--- config.mk ---
export PLATFORM = sky130hd
export DESIGN_NAME = fighter_kinematics
export DESIGN_NICKNAME = d
export VERILOG_FILES = /design/src/rtl/fighter_kinematics.sv
export SDC_FILE = /design/constraint.sdc
export NUM_CORES = 1
export LEC_CHECK = 0
export ABC_AREA = 1
export ABC_CLOCK_PERIOD_IN_PS = 3300
export CORE_AREA = 4 4 86 88
export DETAILED_ROUTE_END_ITERATION = 10
export DIE_AREA = 0 0 90 92
export MAX_ROUTING_LAYER = met4
export PLACE_DENSITY = 0.58
export SYNTH_ARGS = -nofsm -noshare
export SYNTH_HDL_FRONTEND = slang
export SYNTH_SLANG_ARGS = --single-unit
--- constraint.sdc ---
create_clock -name clk -period 3.3 [get_ports clk]
set_clock_uncertainty 0.15 [all_clocks]
set_input_delay 0.99 -clock clk [delete_from_list [all_inputs] [get_ports clk]]
set_output_delay 0.99 -clock clk [all_outputs]
set_load 0.005 [all_outputs]
--- src/rtl/fighter_kinematics.sv ---
// fighter_kinematics: per-player walk / jump / gravity / stomp integrator, advanced once per frame tick.
// Define FK_KNOCKBACK_EN to build the timed knockback (KNOCK) state with its counter and hit handling.
module fighter_kinematics #(
  parameter int X_W       = 7,
  parameter int Y_W       = 7,
  parameter int V_W       = 6,
  parameter int X_MIN     = 18,
  parameter int X_MAX     = 71,
  parameter int FLOOR_Y   = 48,
  parameter int CEIL_Y    = 18,
  parameter int START_X   = 18,
  parameter int STEP      = 2,
  parameter int JUMP_V    = 11,
  parameter int GRAVITY   = 1,
  parameter int VMAX_DOWN = 15,
  parameter int BOUNCE    = 3,
  parameter int KB_TICKS  = 6,
  parameter int KB_STEP   = 3
) (
  input  logic                  clk,
  input  logic                  reset,
  input  logic                  tick,
  input  logic                  move_left,
  input  logic                  move_right,
  input  logic                  jump,
  input  logic                  hit,
  input  logic                  hit_from_right,
  input  logic                  colliding,
  input  logic [X_W-1:0]        opp_x,
  input  logic [Y_W-1:0]        opp_y,
  output logic [X_W-1:0]        pos_x,
  output logic [Y_W-1:0]        pos_y,
  output logic signed [V_W-1:0] vel_y,
  output logic [1:0]            state,
  output logic                  grounded
);

  // Two spare bits keep x-STEP below zero and y+vel overflow from wrapping before the clamps.
  localparam int IW   = ((X_W > Y_W) ? X_W : Y_W) + 2;
  localparam int KB_W = (KB_TICKS < 2) ? 1 : $clog2(KB_TICKS + 1);
  localparam logic [KB_W-1:0] KB_LOAD = KB_W'(KB_TICKS);

  localparam logic signed [IW-1:0] XMIN_S   = IW'(X_MIN);
  localparam logic signed [IW-1:0] XMAX_S   = IW'(X_MAX);
  localparam logic signed [IW-1:0] FLOOR_S  = IW'(FLOOR_Y);
  localparam logic signed [IW-1:0] CEIL_S   = IW'(CEIL_Y);
  localparam logic signed [IW-1:0] CEIL1_S  = IW'(CEIL_Y + 1);
  localparam logic signed [IW-1:0] VMAX_S   = IW'(VMAX_DOWN);
  localparam logic signed [IW-1:0] GRAV_S   = IW'(GRAVITY);
  localparam logic signed [IW-1:0] BOUNCE_S = IW'(BOUNCE);
  localparam logic signed [IW-1:0] STEP_S   = IW'(STEP);
  localparam logic signed [IW-1:0] KBSTEP_S = IW'(KB_STEP);

  typedef enum logic [1:0] {
    ST_GROUND = 2'd0,
    ST_AIR    = 2'd1,
    ST_KNOCK  = 2'd2
  } state_t;

  state_t                state_reg, state_next;
  logic [X_W-1:0]        x_reg, x_next;
  logic [Y_W-1:0]        y_reg, y_next;
  logic signed [V_W-1:0] vel_reg, vel_next;
  logic                  grounded_reg, grounded_next;

  logic signed [IW-1:0]  xs, ys, vs;
  logic signed [IW-1:0]  step_s, nx_s, ny_s, by_s, nv_s;
  logic                  go_left, go_right, knock_entry, in_knock;

  assign xs = signed'(IW'(x_reg));
  assign ys = signed'(IW'(y_reg));
  assign vs = IW'(vel_reg);

`ifdef FK_KNOCKBACK_EN
  logic [KB_W-1:0] kb_reg, kb_next;
  logic            dir_reg, dir_next;

  always_ff @(posedge clk) begin
    if (reset) begin
      kb_reg  <= '0;
      dir_reg <= 1'b0;
    end else begin
      kb_reg  <= kb_next;
      dir_reg <= dir_next;
    end
  end
`else
  logic unused_kb;
  assign unused_kb = ^{hit, hit_from_right, KB_LOAD};
`endif

  always_ff @(posedge clk) begin
    if (reset) begin
      state_reg    <= ST_GROUND;
      x_reg        <= X_W'(START_X);
      y_reg        <= Y_W'(FLOOR_Y);
      vel_reg      <= '0;
      grounded_reg <= 1'b1;
    end else begin
      state_reg    <= state_next;
      x_reg        <= x_next;
      y_reg        <= y_next;
      vel_reg      <= vel_next;
      grounded_reg <= grounded_next;
    end
  end

  always_comb begin
    state_next  = state_reg;
    x_next      = x_reg;
    y_next      = y_reg;
    vel_next    = vel_reg;
    go_left     = 1'b0;
    go_right    = 1'b0;
    step_s      = STEP_S;
    knock_entry = 1'b0;
    in_knock    = 1'b0;
    nx_s        = xs;
    ny_s        = ys + vs;
    by_s        = ys - BOUNCE_S;
    nv_s        = vs + GRAV_S;
`ifdef FK_KNOCKBACK_EN
    kb_next     = kb_reg;
    dir_next    = dir_reg;
    in_knock    = (state_reg == ST_KNOCK);
    knock_entry = tick && hit && (state_reg != ST_KNOCK);
`endif

    if (tick) begin
      // Knockback pushes away from the attacker; the entry tick itself does no walking.
      if (in_knock) begin
`ifdef FK_KNOCKBACK_EN
        go_left  = dir_reg;
        go_right = !dir_reg;
`endif
        step_s   = KBSTEP_S;
      end else if (!knock_entry) begin
        go_left  = move_left && !move_right;
        go_right = move_right && !move_left;
      end

      if (go_left && !(colliding && (x_reg > opp_x))) begin
        nx_s   = xs - step_s;
        x_next = (nx_s < XMIN_S) ? X_W'(X_MIN) : nx_s[X_W-1:0];
      end else if (go_right && !(colliding && (x_reg < opp_x))) begin
        nx_s   = xs + step_s;
        x_next = (nx_s > XMAX_S) ? X_W'(X_MAX) : nx_s[X_W-1:0];
      end

      if ((state_reg != ST_GROUND) && colliding && (y_reg < opp_y)) begin
        y_next   = (by_s < CEIL1_S) ? Y_W'(CEIL_Y + 1) : by_s[Y_W-1:0];
        vel_next = V_W'(1);
      end else if ((state_reg == ST_GROUND) && jump && !knock_entry) begin
        y_next     = Y_W'(FLOOR_Y - JUMP_V);
        vel_next   = V_W'(GRAVITY - JUMP_V);
        state_next = ST_AIR;
      end else if (state_reg != ST_GROUND) begin
        if (ny_s >= FLOOR_S) begin
          y_next   = Y_W'(FLOOR_Y);
          vel_next = '0;
          if (state_reg == ST_AIR) state_next = ST_GROUND;
        end else if (ny_s <= CEIL_S) begin
          y_next   = Y_W'(CEIL_Y + 1);
          vel_next = '0;
        end else begin
          y_next   = ny_s[Y_W-1:0];
          vel_next = (nv_s > VMAX_S) ? V_W'(VMAX_DOWN) : nv_s[V_W-1:0];
        end
      end

`ifdef FK_KNOCKBACK_EN
      if (knock_entry) begin
        state_next = ST_KNOCK;
        kb_next    = KB_LOAD;
        dir_next   = hit_from_right;
      end else if (in_knock) begin
        kb_next = kb_reg - KB_W'(1);
        if (kb_reg == KB_W'(1))
          state_next = (y_next == Y_W'(FLOOR_Y)) ? ST_GROUND : ST_AIR;
      end
`endif
    end

    grounded_next = (y_next == Y_W'(FLOOR_Y));
  end

  assign pos_x    = x_reg;
  assign pos_y    = y_reg;
  assign vel_y    = vel_reg;
  assign state    = state_reg;
  assign grounded = grounded_reg;

endmodule

======== Word-level counts from Yosys, hierarchy flattened ========
Cells that the tools add are included.
W data, S select, Z words.
word-level totals
  logic and storage cells ................. 68
  bits of input ports ..................... 23
  register bits ........................... 23
operators by class
  magnitude comparators ................... 9
  add/subtract/negate cells ............... 5
  equal/unequal tests ..................... 2
  bitwise logic cells ..................... 1
  reduce and logical (&&, ||, !) cells .... 23
  multiplexer cells ....................... 23
operators with widths
  operator               number
  $mux W7                11
  $mux W6                6
  $lt A8 B6 Y1 const B   2
  $sub A7 B2 Y8 const B  2
  $lt A7 B7 Y1           2
  $reduce_bool A2 Y1     5
  $add A8 B6 Y9          1
  $ge A9 B7 Y1 const B   1
  $le A9 B6 Y1 const B   1
  $logic_and A1 B1 Y1    9
  $add A7 B2 Y8 const B  1
  $gt A8 B7 Y1 const B   1
  $mux W2                4
  $add A6 B2 Y7 const B  1
  $eq A7 B6 Y1 const B   1
  $gt A7 B5 Y1 const B   1
  $gt A7 B7 Y1           1
  $reduce_and A5 Y1      1
  $logic_not A1 Y1       4
  $reduce_and A2 Y1      2
  $reduce_bool A3 Y1     1
  $eq A2 B1 Y1 const B   1
  $logic_not A2 Y1       1
  $mux W1                2
  $not A1 Y1             1

======== Depth between registers and ports, before layout ========
  word-level depth ........................ 9
  mapped depth ............................ 22

======== Worst setup path before layout ========
OpenSTA, ideal clock, no wires.
  path kind ............................... input port to flip-flop
  start point ............................. in opp_x[2]
  end point ............................... reg x_reg[2] (netlist: pos_x[2])
  cell stages on the path ................. 13
  buffers on the path ..................... 0
  setup slack ............................. 669 ps
  data required time ...................... 3028 ps
  setup time .............................. 122 ps
  arrival ................................. 2359 ps
  path through ............................ inv_1 ha_1 nand2_1 o21ai_0 nand4_1 o211ai_1 nand2_1 nand2_1 nand2_1 nand2_2 inv_1 o21ai_0 a21oi_1
on the way
  longest elaborated chain between the ends .. 6
  elaborated cells between the ends (all ways) .. 11
  classes of those cells .................. order compare: 2; mux: 1; reduce/logical: 8
ends and longest elaborated chain
  what                                                 RTL line  source
  start, declared                                      29        input logic [X_W-1:0] opp_x,
  $gt A7 B7 Y1 / $lt A7 B7 Y1 (equally long branches)  142, 145
  $logic_and A1 B1 Y1 (on tied branches)               142, 145
  $logic_not A1 Y1 (on tied branches)                  142, 145
  $logic_and A1 B1 Y1 (on tied branches)               142, 145
  $reduce_bool A2 Y1 (no line)                         --
  $reduce_and A2 Y1 (no line)                          --
  end signal, assigned                                 95        x_reg <= X_W'(START_X);
  end signal, assigned                                 101       x_reg <= x_next;
  end, declared                                        61        logic [X_W-1:0] x_reg, x_next;
Several ways; a longest one is shown, not always the timed one.
A chain may end at the register's enable or synchronous reset.

======== Final worst setup path ========
  start point ............................. in opp_y[6]
  end point ............................... reg grounded_reg (netlist: grounded)
on the way
  longest elaborated chain between the ends .. 5
ends and longest elaborated chain
  what                  RTL line  source
  start, declared       30        input logic [Y_W-1:0] opp_y,
  $lt A7 B7 Y1          150       if ((state_reg != ST_GROUND) && colliding && (y_reg < opp_y)) begin
  $logic_and A1 B1 Y1   150
  $mux W7               150
  $mux W7               129       if (tick) begin
  $eq A7 B6 Y1          184       grounded_next = (y_next == Y_W'(FLOOR_Y));
  end signal, assigned  104       grounded_reg <= grounded_next;
  end, declared         64        logic grounded_reg, grounded_next;
Every way passes these cells.

==> impl_metrics.ini <==
[run_status]
status = finished clean

[power_and_ir_drop]
power_density_mw_per_mm2 = 282
p_total_uw = 883
peakVddDrop_v = 0.000144
p_leak_uw = 0.00161

[clocking]
clkTransAtPathRegs_ns = 0.08
cts_resized = 0
holdBufCountCts = 0
cts_root_buffer = clkbuf_8
tritoncts = built
cts_buffer_depth = 2
clk_latency_ns = 0.26
htreeDepth = 1
post-cts-setup-buffer-count = 0
cts_made_buffers = 3
clock-sinks = 22

[setup_path]
path_class = input port to register
worst-path-max-fanout = 8
path_buf_inv = 3
cp_cell_sequence = clkdlybuf4s50_1 > inv_1 > ha_1 > a21oi_1 > o21a_1 > nand4_2 > inv_1 > a31oi_1 > a21oi_1 > nand2_1 > nor2_1 > nand2_1 > nand2_1
worstSetupStartpointType = input port
critical_path.most_common_cell = nand2_1
critical_path_arrival_ns = 3.09
r2r-start = vel_y[0]
worst_setup_path_end_kind = register
crit_cells = 13
reg2reg_depth = 19
path_delay_family = buffers and inverters
required_ns = 3.36
r2r_slack_ns = 0.46
startpoint = opp_y[6]
slowest_stage = clkdlybuf4s50_1
slowest_delay_ns = 0.46

[finish]
antenna_cells = 0
post-route-util = 0.470
area_delta_synth_final_pct = 24.7
nets = 517
fillerInstances = 716
drive_gt1_frac = 0.0710

[routing]
vias = 2720
drcViolationCount = 0
wl_per_cell_um = 12.4
drt_iter0_drc = 130
viasPerCell = 4.99
totalWireLength_um = 6750
first_pass_iters = 4
ant_nets = 0

[logic_synthesis]
syn_inst = 415
async_flop_share = 0
yosysMostFrequentCell = nand2_1
synthFlopType = dfxtp_1
ys_types = 40
synthDominantCellAreaShare = 0.176
synth-edff-count = 0
yosys.area.top_type = dfxtp_1
syn_avg_cell_area_sq_um = 6.04
synth_commonest_cells = nand2_1, inv_1, nor2_1, ha_1, nand3_1
ys_seq_area_frac = 0.176
yosys_warnings = 0
netlist_area_sq_mm = 0.00251
syn_nets = 466
synth-seq-cells = 22
synth.area.top_cells = dfxtp_1, nand2_1, ha_1

[timing]
timing.final.ws_setup_ns = 0.276
period_minus_slack_ns = 3.02
drv_slew = 0
rsz0062_at_grt = no
max_freq_mhz = 331
finalHoldViolations = 0
tns_ns = 0
setup-violations-final = 0
period_share = 0.916

[global_route]
overflow = 0
grt_max_degree = 13
grt_antenna_before_repair = 0
first_global_vias = 2614
grt_first_pass_wirelength_um = 11700
grt_usage = 0.173

[worst_hold_path]
hold_path.class = register to register
min_from = pos_x[0]
min_path_cells = 2

[die]
rows = 30
start_util = 0.377
ioPinCount = 46
die_w_um = 90
die_area_sq_mm = 0.00828
die_h_um = 92
core_sq_mm = 0.00664

[placed_design]
hpwl_um = 5490
dp_slack_ns = 0.00834
io_buffer_count = 42
gp_congestion = 0.821

[job]
cap_violations = 0
==> routing by layer <==
layer,vias to the layer above,part of all wire,GRT usage
met5,-,0,-
met4,0,0.0098,0.0446
met3,6,0.040,0.0238
met2,67,0.47,0.291
met1,1208,0.48,0.218
li1,1439,-,-
==> path summary, 6_finish.rpt <==
path         endpoint
max          grounded
min          pos_x[0]
max reg2reg  grounded
min reg2reg  pos_x[0]
==> through the flow <==
stage | instances | cell area [sq um] | hold slack [ns]
after floorplan | 415 | 2510 | 0.329
after global placement | 541 | 3070 | 0.357
after detailed placement | 541 | 3070 | 0.359
after CTS | 545 | 3130 | 0.374
after global routing | 545 | 3130 | 0.435
final | 545 | 3130 | 0.372
==> layout make-up <==
type / instances / area (sq um) / area share
well taps: 80 / 100 / 0.0320
clock buffers: 4 / 55.1 / 0.0176
inverters: 78 / 293 / 0.0937
repair buffers: 52 / 495 / 0.159
multi-input cells: 309 / 1740 / 0.557
flip-flops and latches: 22 / 440 / 0.141
==> placed cells by master (no fill, tap or decap), types with 2 or more instances in the layout <==
cell and instances:
nand2_1 106, a21oi_1 26, inv_1 75, o21ai_0 17, clkdlybuf4s50_1 42, ha_1 27, a31oi_1 6, nand3_1 27
xnor2_1 3, buf_4 10, o21bai_1 2, dfxtp_1 22, nand4_2 2, xor2_1 10, nand4_1 12, o211ai_1 3
nand2_2 6, clkbuf_8 4, nor2_2 2, o21ai_1 3, nor2_1 38, inv_2 3, or2_2 2
==> tightest hold or removal path, stage by stage (launching register included) <==
cell and delay [ns]:
dfxtp_1 0.34, o21ai_0 0.08, a21oi_1 0.06
==> where the power goes <==
group          leakage (uW)  total [uW]  internal, uW  switching [uW]
Combinational       0.00140         372           164             208
Sequential         0.000181         312           283            29.5
Clock             0.0000288         198           106            91.8
==> cell families after synthesis <==
kind of cell | count (synthesis) | share of synthesized area
compound gates | 66 | 0.150
xor+xnor | 13 | 0.0454
fa+ha+maj | 28 | 0.143
buf+inv | 84 | 0.129
flops | 22 | 0.176
other cells | 1 | 0.00150
simple gates | 201 | 0.355
(Power assumes the default switching activity.)
